File: config.mk
export PLATFORM = sky130hd
export DESIGN_NAME = psum_requant
export DESIGN_NICKNAME = d
export VERILOG_FILES = /design/src/rtl/psum_requant.sv
export SDC_FILE = /design/constraint.sdc
export NUM_CORES = 1
export LEC_CHECK = 0
export ABC_CLOCK_PERIOD_IN_PS = 5840
export BUFFER_PORTS_ARGS = -buffer_cell sky130_fd_sc_hd__buf_2
export CAP_MARGIN = 0
export CORE_UTILIZATION = 39
export DETAILED_ROUTE_END_ITERATION = 8
export SLEW_MARGIN = 30
export SYNTH_ARGS = -nofsm -noshare
export SYNTH_HDL_FRONTEND = slang
export SYNTH_SLANG_ARGS = --single-unit
File: constraint.sdc
create_clock -name clk -period 5.84 [get_ports clk]
set_input_delay 1.168 -clock clk [delete_from_list [all_inputs] [get_ports clk]]
set_output_delay 1.168 -clock clk [all_outputs]
set_load 0.01 [all_outputs]
File: src/rtl/psum_requant.sv
// Column partial-sum accumulator with requantisation (round, shift, ReLU, saturate)
// and a small output FIFO with valid/ready toward the activation writer.
module psum_requant #(
    parameter int CW    = 16,
    parameter int DW    = 8,
    parameter int AW    = 24,
    parameter int KW    = 8,
    parameter int DEPTH = 4
) (
    input  logic          clk,
    input  logic          rst_n,
    input  logic [KW-1:0] cfg_passes,
    input  logic [4:0]    cfg_shift,
    input  logic          cfg_relu,
    input  logic [CW-1:0] cfg_bias,
    input  logic          psum_valid,
    input  logic [CW:0]   psum,
    output logic          psum_ready,
    output logic          out_valid,
    output logic [DW-1:0] out_data,
    input  logic          out_ready,
    input  logic          sat_clr,
    output logic          sat_flag,
    output logic          busy
);
    localparam int PW    = (DEPTH > 1) ? $clog2(DEPTH) : 1;
    localparam int CNT_W = $clog2(DEPTH + 1);
    localparam logic signed [AW:0] SAT_MAX = {{(AW-DW+2){1'b0}}, {(DW-1){1'b1}}};
    localparam logic signed [AW:0] SAT_MIN = {{(AW-DW+2){1'b1}}, {(DW-1){1'b0}}};

    logic signed [AW-1:0] acc;
    logic [KW-1:0]        pass_cnt;
    logic [KW-1:0]        passes_l;
    logic [4:0]           shift_l;
    logic                 relu_l;

    logic signed [AW-1:0] rq_r;
    logic [4:0]           rq_shift;
    logic                 rq_relu;
    logic                 rq_vld;

    logic [DW-1:0]        mem [DEPTH];
    logic [PW-1:0]        wr_ptr;
    logic [PW-1:0]        rd_ptr;
    logic [CNT_W-1:0]     fifo_cnt;

    logic                 accept;
    logic                 first;
    logic                 last;
    logic [KW-1:0]        passes_eff;
    logic [KW-1:0]        grp_passes;
    logic [4:0]           grp_shift;
    logic                 grp_relu;
    logic signed [AW-1:0] psum_x;
    logic signed [AW-1:0] bias_x;
    logic signed [AW-1:0] sum;

    logic signed [AW:0]   rnd;
    logic signed [AW:0]   r_sum;
    logic signed [AW:0]   r_sh;
    logic signed [AW:0]   r_rl;
    logic [DW-1:0]        q;
    logic                 q_sat;

    logic                 push;
    logic                 pop;
    logic [CNT_W:0]       occ;

    // Stage A: group bookkeeping; the first psum of a group takes the live config
    always_comb begin
        accept     = psum_valid && psum_ready;
        first      = (pass_cnt == '0);
        psum_x     = {{(AW-CW-1){psum[CW]}}, psum};
        bias_x     = {{(AW-CW){cfg_bias[CW-1]}}, cfg_bias};
        passes_eff = (cfg_passes == '0) ? KW'(1) : cfg_passes;
        grp_passes = first ? passes_eff : passes_l;
        grp_shift  = first ? cfg_shift : shift_l;
        grp_relu   = first ? cfg_relu : relu_l;
        sum        = (first ? bias_x : acc) + psum_x;
        last       = (pass_cnt == grp_passes - KW'(1));
    end

    always_ff @(posedge clk or negedge rst_n) begin
        if (!rst_n) begin
            acc      <= '0;
            pass_cnt <= '0;
            passes_l <= KW'(1);
            shift_l  <= '0;
            relu_l   <= 1'b0;
            rq_r     <= '0;
            rq_shift <= '0;
            rq_relu  <= 1'b0;
            rq_vld   <= 1'b0;
        end else begin
            rq_vld <= accept && last;
            if (accept) begin
                acc <= sum;
                if (first) begin
                    passes_l <= passes_eff;
                    shift_l  <= cfg_shift;
                    relu_l   <= cfg_relu;
                end
                if (last) begin
                    rq_r     <= sum;
                    rq_shift <= grp_shift;
                    rq_relu  <= grp_relu;
                    pass_cnt <= '0;
                end else begin
                    pass_cnt <= pass_cnt + 1'b1;
                end
            end
        end
    end

    // Stage B: one extra bit so the rounding add cannot wrap before the shift
    always_comb begin
        rnd   = (rq_shift == 5'd0) ? '0 : ({{AW{1'b0}}, 1'b1} << (rq_shift - 5'd1));
        r_sum = {rq_r[AW-1], rq_r} + rnd;
        r_sh  = r_sum >>> rq_shift;
        r_rl  = (rq_relu && r_sh[AW]) ? '0 : r_sh;
        q     = r_rl[DW-1:0];
        q_sat = 1'b0;
        if (r_rl > SAT_MAX) begin
            q     = {1'b0, {(DW-1){1'b1}}};
            q_sat = 1'b1;
        end else if (r_rl < SAT_MIN) begin
            q     = {1'b1, {(DW-1){1'b0}}};
            q_sat = 1'b1;
        end
    end

    // Output FIFO: psum_ready reserves a slot for every result already in flight
    always_comb begin
        push       = rq_vld;
        out_valid  = (fifo_cnt != '0);
        pop        = out_valid && out_ready;
        out_data   = mem[rd_ptr];
        occ        = {1'b0, fifo_cnt} + {{CNT_W{1'b0}}, rq_vld};
        psum_ready = (occ < (CNT_W+1)'(DEPTH));
        busy       = (pass_cnt != '0) || rq_vld || (fifo_cnt != '0);
    end

    always_ff @(posedge clk or negedge rst_n) begin
        if (!rst_n) begin
            for (int i = 0; i < DEPTH; i++) mem[i] <= '0;
            wr_ptr   <= '0;
            rd_ptr   <= '0;
            fifo_cnt <= '0;
            sat_flag <= 1'b0;
        end else begin
            if (push) begin
                mem[wr_ptr] <= q;
                wr_ptr      <= (wr_ptr == PW'(DEPTH-1)) ? '0 : wr_ptr + 1'b1;
            end
            if (pop) begin
                rd_ptr <= (rd_ptr == PW'(DEPTH-1)) ? '0 : rd_ptr + 1'b1;
            end
            if (push && !pop) begin
                fifo_cnt <= fifo_cnt + 1'b1;
            end else if (pop && !push) begin
                fifo_cnt <= fifo_cnt - 1'b1;
            end
            if (push && q_sat) begin
                sat_flag <= 1'b1;
            end else if (sat_clr) begin
                sat_flag <= 1'b0;
            end
        end
    end
endmodule

==> summary.txt, run 1 <==
GRT
  • Initial antenna violation count: 0
  • Global-route wire length before repair: around 47 mm
  • Largest net degree at the start of global routing: 56
  • Total GRT Usage: 0.2231
  • Remaining Overflow, GRT: 0
  • Vias in the first global route: between 8,000 and 9,000

Power and ir drop
  • Pwr dens: just under 500 nW/um^2
  • Maximum vdd ir drop: 0.0003108 V
  • Total leakage power: 5.404 nW

CTS
  • CTS sink count: 117
  • Bufs on Longest Clock Path: 2
  • TritonCTS buffer count: 17
  • Clock Latency Late Sink: 0.43 ns
  • CTS HTree Levels: 4
  • Root buf cell: clkbuf_16
  • TritonCTS clock tree: done
  • Clock Pin Slew Worst Setup and Hold Paths: ~0.06 ns

Yosys
  • Post-Syn Nets: between 1,000 and 1,500
  • Synth Warn #: 0
  • Flops & latches, synth: 117
  • Top cells by count, synth: nand2_1 (146), dfrtp_1 (116), nor2_1 (97)
  • Count of different cell masters after synthesis: between 90 and 100
  • Post-synth EDFFs: 0
  • Syn avg cell area: 8.626 sq um
  • Yosys top cell area share: 0.2811
  • Synth Instances: between 1,000 and 1,500
  • Cell Area, Synth: 10,320 sq um
  • Post-synth ARST share: 1.000
  • Cell with the most instances after synthesis: nand2_1
  • Synth area leaders: dfrtp_1 (28%), mux2_2 (7.6%), ha_1 (6.8%), nand2_1 (5.3%), o21ai_0 (4.1%)
  • Post-synth top flop: dfrtp_1
  • Sequential area share after synthesis: 0.2837
  • Area leader, netlist: dfrtp_1

Detailed routing
  • DRC viols: 0
  • WL final: about 29 mm
  • Via count: ~9,400
  • Initial DRC count: 698
  • Routed wire length per instance: ~18 microns
  • Final ANT Viol Nets: 0
  • Pre-Repair DR Iteration Count: 6
  • Avg Vias per Cell: around 5.8

Timing
  • Min cycle time layout: roughly 5.5 ns
  • Final Slew Violations: 0
  • Hold Violations, Final: 0
  • Setup TNS: 0 ns
  • Max Clk Rate: between 0.15 and 0.2 GHz
  • Worst-Margin Slew: 0.8024 ns
  • Rel. slew slack: 0.4650
  • Final period util: 0.9467
  • Post-Route Skew: about 0.021 ns
  • RSZ-0062 raised after global routing: no
  • Final setup vio count: 0

Critical path
  • CP startpoint kind: flip-flop
  • Req. time, crit path: approximately 6.2 ns
  • CP max FO: 14
  • Crit-path max cell delay: about 0.54 ns
  • Arrival time at the worst endpoint: around 5.8 ns
  • Setup crit end kind: flip-flop
  • Critical path type: reg -> reg
  • CP Cell Sequence: or2_2, nor2_2, nand3_1, fa_1, nand2b_1, a2111oi_4, nor2_2, a22o_1, buf_4, xor2_1, mux2i_1, mux4_2, o32ai_2, a2111oi_0, and4bb_2, a31oi_4, buf_4, a22oi_2, mux2_2
  • CP max-delay cell: mux4_2

Floorplan
  • Die Wd: between 150 and 200 microns
  • Initial Util: 0.3973
  • # rows: 59
  • # IOs: 64
  • CORE AREA: 25,980 sq um
  • Die area: between 20,000 and 30,000 sq um
  • Die Y: between 150 and 200 microns

Cells and area
  • Area Growth Syn to Fin: 13.89%
  • Nets: 1,370
  • # diodes: 0
  • Non-Filler Instances: 1,606
  • Fillers: 2,573
  • Share of layout cells above drive strength 1: 0.2179

Placement
  • Placed cell count: around 1,600
  • GP Congestion: approximately 0.96
  • I/O Buffers: 63
  • Post-DP HPWL: 22.25 mm

Min path
  • Worst Hold Class: reg -> reg

Flow run
  • Max-cap violation count: 0

Outcome
  • Status: completed
-- layer usage --
layer	GRT usage	vias up	part of all wire
met1	0.3206	4504	0.48
li1	-	4585	-
met4	0.05671	0	0.014
met3	0.03039	25	0.050
met2	0.3503	270	0.45
met5	0	-	0
-- critical path: cells and delay by family, from the launching register on --
| kind | cells | cell delay [ns] |
|---|---|---|
| simple gates | 6 | 1.46 |
| compound gates | 6 | 1.44 |
| mux | 3 | 0.99 |
| fa+ha+maj | 1 | 0.46 |
| flops | 1 | 0.43 |
| buf+inv | 2 | 0.41 |
| xor+xnor | 1 | 0.23 |
-- registers in the layout, indices dropped and copies added, names as in the netlist, 3 cells and up --
register / count
rq_shift: 5
passes_l: 8
fifo_cnt: 3
acc: 24
mem: 32
rq_r: 24
shift_l: 5
pass_cnt: 8
-- cell usage in the layout, fill, tap and decap left out, drive strengths merged, types with 16 or more instances in the layout --
master | netlist | final
nand2 | 146 | 146
dfrtp | 116 | 116
buf | 23 | 109
nor2 | 99 | 99
o21ai | 88 | 88
a21oi | 83 | 83
mux2 | 70 | 70
ha | 56 | 56
nand3 | 41 | 41
nor3 | 34 | 34
xnor2 | 34 | 34
mux2i | 30 | 30
inv | 25 | 30
a21o | 27 | 27
a211oi | 18 | 18
xor2 | 17 | 17
clkbuf | 43 | 17
o31ai | 17 | 17
and3 | 16 | 16
-- path summary, 6_finish.rpt --
kind	startpoint	cells after the start	slack, ns	to
max in group asynchronous	rst_n	2	3.95	rq_r[11]$_DFFE_PN0P_
worst max register to register	rq_shift[2]$_DFFE_PN0P_	19	0.31	mem[18]$_DFFE_PN0P_
worst min-delay path	mem[15]$_DFFE_PN0P_	2	0.47	mem[15]$_DFFE_PN0P_
worst max-delay path	rq_shift[2]$_DFFE_PN0P_	19	0.31	mem[18]$_DFFE_PN0P_
worst min register to register	mem[15]$_DFFE_PN0P_	2	0.47	mem[15]$_DFFE_PN0P_
min in group asynchronous	rst_n	1	0.77	mem[23]$_DFFE_PN0P_
-- through the flow --
stage | area (sq um) | hold slack [ns] | worst slack [ns] | power [W] | utilization
floorplan | 10320 | 0.4401 | 0.3813 | 0.003759 | -
global placement | 11090 | 0.4534 | 0.06025 | 0.004547 | 0.4268
detailed placement | 11090 | 0.4569 | 0.003203 | 0.004570 | 0.4268
CTS | 11670 | 0.4767 | 0.03417 | 0.005639 | 0.4490
global route | 11760 | 0.5049 | 0.03347 | 0.006265 | 0.4525
finish | 11760 | 0.4737 | 0.3110 | 0.005844 | 0.4525
-- repair_timing --
item                                    CTS  global route
hold buffers                              0             0
endpoints found under the hold margin     0             0
buffers inserted                          0             7
endpoints found under the setup margin   11            29
pin swaps                                 1             5
gates resized for setup                   0             8
-- cell type report --
class / instances / area (sq um) / area share
Multi-Input combinational cell: 988 / 7047 / 0.5993
Sequential cell: 117 / 2930 / 0.2492
Timing Repair Buffer: 109 / 688.2 / 0.05852
Clock buffer: 17 / 425.4 / 0.03618
Tap cell: 335 / 419.2 / 0.03565
Clock inverter: 14 / 151.4 / 0.01288
Inverter: 26 / 97.59 / 0.008300
-- cell families after synthesis --
logic type,after synthesis,share of synthesized area
XOR/XNOR,51,0.04326
multiplexers,113,0.1338
AO/OA/AOI/OAI,355,0.2401
adder cells (fa/ha/maj),59,0.07368
AND/OR/NAND/NOR,410,0.1889
buffers and inverters,92,0.03660
flip-flops,117,0.2837
-- report_power, final --
part	leakage [nW]	internal, W	switching [W]
Combinational	3.59	0.00153	0.00196
Clock	0.281	0.000630	0.000418
Sequential	1.53	0.00107	0.000241
(Power assumes the default switching activity.)
==> run 2: changes to the inputs <==
Settings changed: CORE_UTILIZATION 39 to 56, PLACE_DENSITY from default to 0.77.
==> summary.txt, run 2 (synthesis results as in run 1) <==
CTS
  • TritonCTS clock tree: done
  • Clock Pin Slew Worst Setup and Hold Paths: 0.06 ns (about the same)
  • CTS sink count: 117 (unchanged)
  • Bufs on Longest Clock Path: 2 (unchanged)
  • Clock Latency Late Sink: 0.42 ns (about the same)
  • Root buf cell: clkbuf_16
  • TritonCTS buffer count: 17 (unchanged)
  • CTS HTree Levels: 4 (unchanged)

Floorplan
  • CORE AREA: 18,020 sq um (-31%)
  • Die Y: 137.8 microns (-16%)
  • # IOs: 64 (unchanged)
  • Die Wd: 137.8 microns (-16%)
  • # rows: 49 (-17%)
  • Die area: 18,980 sq um (-30%)
  • Initial Util: 0.5728 (+0.1755)

Cells and area
  • Nets: 1,362 (-0.58%)
  • Most common cell after layout, fill and taps aside: nand2_1
  • Share of layout cells above drive strength 1: 0.2073 (-0.01066)
  • Final core occ: 0.6406 (+0.1881)
  • Area Growth Syn to Fin: 11.84%
  • Largest register FFs: 32 (unchanged)
  • Most flops, register: mem
  • Biggest regs: mem (32), acc (24), rq_r (24)
  • Most frequent cells in the layout: nand2_1 (145), dfrtp_1 (116), nor2_1 (97), o21ai_0 (84), a21oi_1 (81)
  • # diodes: 0 (unchanged)

Timing
  • Setup TNS: 0 ns (unchanged)
  • Hold Violations, Final: 0 (unchanged)
  • Final period util: 0.9573 (+0.01055)
  • Min cycle time layout: 5.591 ns (+0.06160 ns)
  • Hold slack: 0.4763 ns (+0.002636 ns)
  • Post-Route Skew: 0.01037 ns (-0.01091 ns)
  • Final setup vio count: 0 (unchanged)
  • Worst-Margin Slew: 0.8395 ns (+0.03705 ns)
  • Post-route setup slack: 0.2494 ns (-0.06160 ns)
  • Final Slew Violations: 0 (unchanged)
  • Rel. slew slack: 0.4403 (-0.02470)
  • RSZ-0062 raised after global routing: no
  • Max Clk Rate: 0.1789 GHz (-1.1%)

Outcome
  • Status: completed

Placement
  • GP Congestion: 1.019 (+6.6%)
  • I/O Buffers: 63 (unchanged)
  • Post-DP HPWL: 21.26 mm (-4.5%)
  • Pre-CTS setup slack: 0.1425 ns (+0.1393 ns)

Min path
  • WHS Endpoint: acc[6]$_DFFE_PN0P_
  • Worst Hold Class: reg -> reg
  • Hold Path Origin: acc[6]$_DFFE_PN0P_
  • Worst hold stages: 2 (unchanged)

GRT
  • Total GRT Usage: 0.3112 (+0.08811)
  • Vias in the first global route: 9,055 (+1.9%)
  • Global-route wire length before repair: 45.67 mm (-3.5%)
  • M2 GR Usage: 0.5028 (+0.1525)
  • GR peak layer: met2
  • Initial antenna violation count: 0 (unchanged)
  • Largest net degree at the start of global routing: 67 (+20%)
  • Remaining Overflow, GRT: 0 (unchanged)
  • Global-route track usage on met1: 0.4169 (+0.09629)
  • Grt met3 use: 0.04820 (+0.01781)

Detailed routing
  • Routed wire length per instance: 18.80 microns (+2.9%)
  • DRC viols: 0 (unchanged)
  • Avg Vias per Cell: 6.356 (+8.8%)
  • WL final: 28.07 mm (-4.3%)
  • Via count: 9,490 (+1.1%)
  • Final ANT Viol Nets: 0 (unchanged)
  • Pre-Repair DR Iteration Count: 5 (-1)
  • Initial DRC count: 760 (+8.9%)

Critical path
  • CP max FO: 10 (-4)
  • CP Cell Sequence: inv_2, nor2_1, nand2_1, buf_4, nor2_1, ha_1, a21oi_1, o21ai_0, a2111oi_1, or4b_2, and3_1, a22o_1, a21oi_1, a2111oi_0, and4bb_2, a31oi_4, a22oi_2, mux2_2
  • Req. time, crit path: 6.15 ns (about the same)
  • Setup crit end kind: flip-flop
  • Worst Path Buf+Inv: 2 (unchanged)
  • Crit-path max cell delay: 0.66 ns (+0.12 ns)
  • CP startpoint kind: flip-flop
  • Delay-heaviest family, CP: compound AO/OA/AOI/OAI gates
  • R2r endpoint: mem[25]$_DFFE_PN0P_
  • CP max-delay cell: or4b_2
  • Reg2Reg Depth: 18 (-1)
  • Arrival time at the worst endpoint: 5.90 ns (+0.06 ns)
  • Reg-to-reg slack, setup: 0.25 ns (-0.06 ns)
  • Worst setup path start: rq_shift[3]$_DFFE_PN0P_
  • RR Startpoint: rq_shift[3]$_DFFE_PN0P_
  • Critical path type: reg -> reg

Power and ir drop
  • Maximum vdd ir drop: 0.0003400 V (+9.4%)
  • Total leakage power: 5.356 nW (-0.89%)
  • Pwr dens: 493.9 nW/um^2 (-0.63%)

Flow run
  • Max-cap violation count: 0 (unchanged)
## run 2: cell types whose count changed in the layout (fill, tap and decap cells not counted), sizes merged
cell      previous run  this run
clkinvlp             2         1
buf                109       101
clkbuf              17        24
inv                 30        25
## run 2: through the flow
step / power, W / instances / cell area, sq um
2_1_floorplan: 0.003759 / 1197 / 10320
3_3_place_gp: 0.004437 / 1459 / 10920
3_5_place_dp: 0.004500 / 1459 / 10920
4_1_cts: 0.005556 / 1491 / 11500
5_1_grt: 0.006113 / 1493 / 11550
6_report: 0.005703 / 1493 / 11550
## run 2: how the worst max path moves through the flow
stage | slack, ns | endpoint | cells after the start
floorplan | 0.38 | mem[10]$_DFFE_PN0P_ | 22
global placement | 0.28 | mem[30]$_DFFE_PN0P_ | 19
detailed placement | 0.14 | mem[30]$_DFFE_PN0P_ | 19
CTS | 0.13 | mem[25]$_DFFE_PN0P_ | 19
global route | 0.02 | mem[25]$_DFFE_PN0P_ | 18
finish | 0.25 | mem[25]$_DFFE_PN0P_ | 18
## run 2: metal layers
| metal | part of all wire | up-vias | routed length (microns) |
|---|---|---|---|
| met1 | 0.45 | 4572 | 12560 |
| met4 | 0.030 | 0 | 852 |
| li1 | - | 4553 | - |
| met2 | 0.47 | 302 | 13080 |
| met5 | 0 | - | 0 |
| met3 | 0.056 | 63 | 1574 |
## run 2: area by class of cell
| cell class | instances | area (sq um) |
|---|---|---|
| Multi-Input combinational cell | 988 | 7043 |
| Fill cell | 1549 | 6477 |
| Sequential cell | 117 | 2929 |
| Timing Repair Buffer | 101 | 615.6 |
| Clock buffer | 24 | 471.7 |
| Tap cell | 229 | 286.5 |
| Clock inverter | 8 | 103.9 |
| Inverter | 26 | 97.59 |
## run 2: power breakdown
part           internal (W)  leakage, nW  switching (W)  total, W
Clock              0.000651        0.278       0.000380   0.00103
Sequential          0.00107         1.53       0.000255   0.00133
Combinational       0.00145         3.55        0.00189   0.00335
## run 2: worst min-delay path, stage by stage, from the launching register on
cell     delay (ns)
dfrtp_1        0.34
nand2_1        0.05
o21ai_0        0.06
## run 2: what timing repair did
action,4_1_cts,5_1_grt
endpoints found under the setup margin,0,28
hold endpoints to repair,0,0
gates resized for setup,0,6
hold buffers,0,0
buffers inserted,0,2
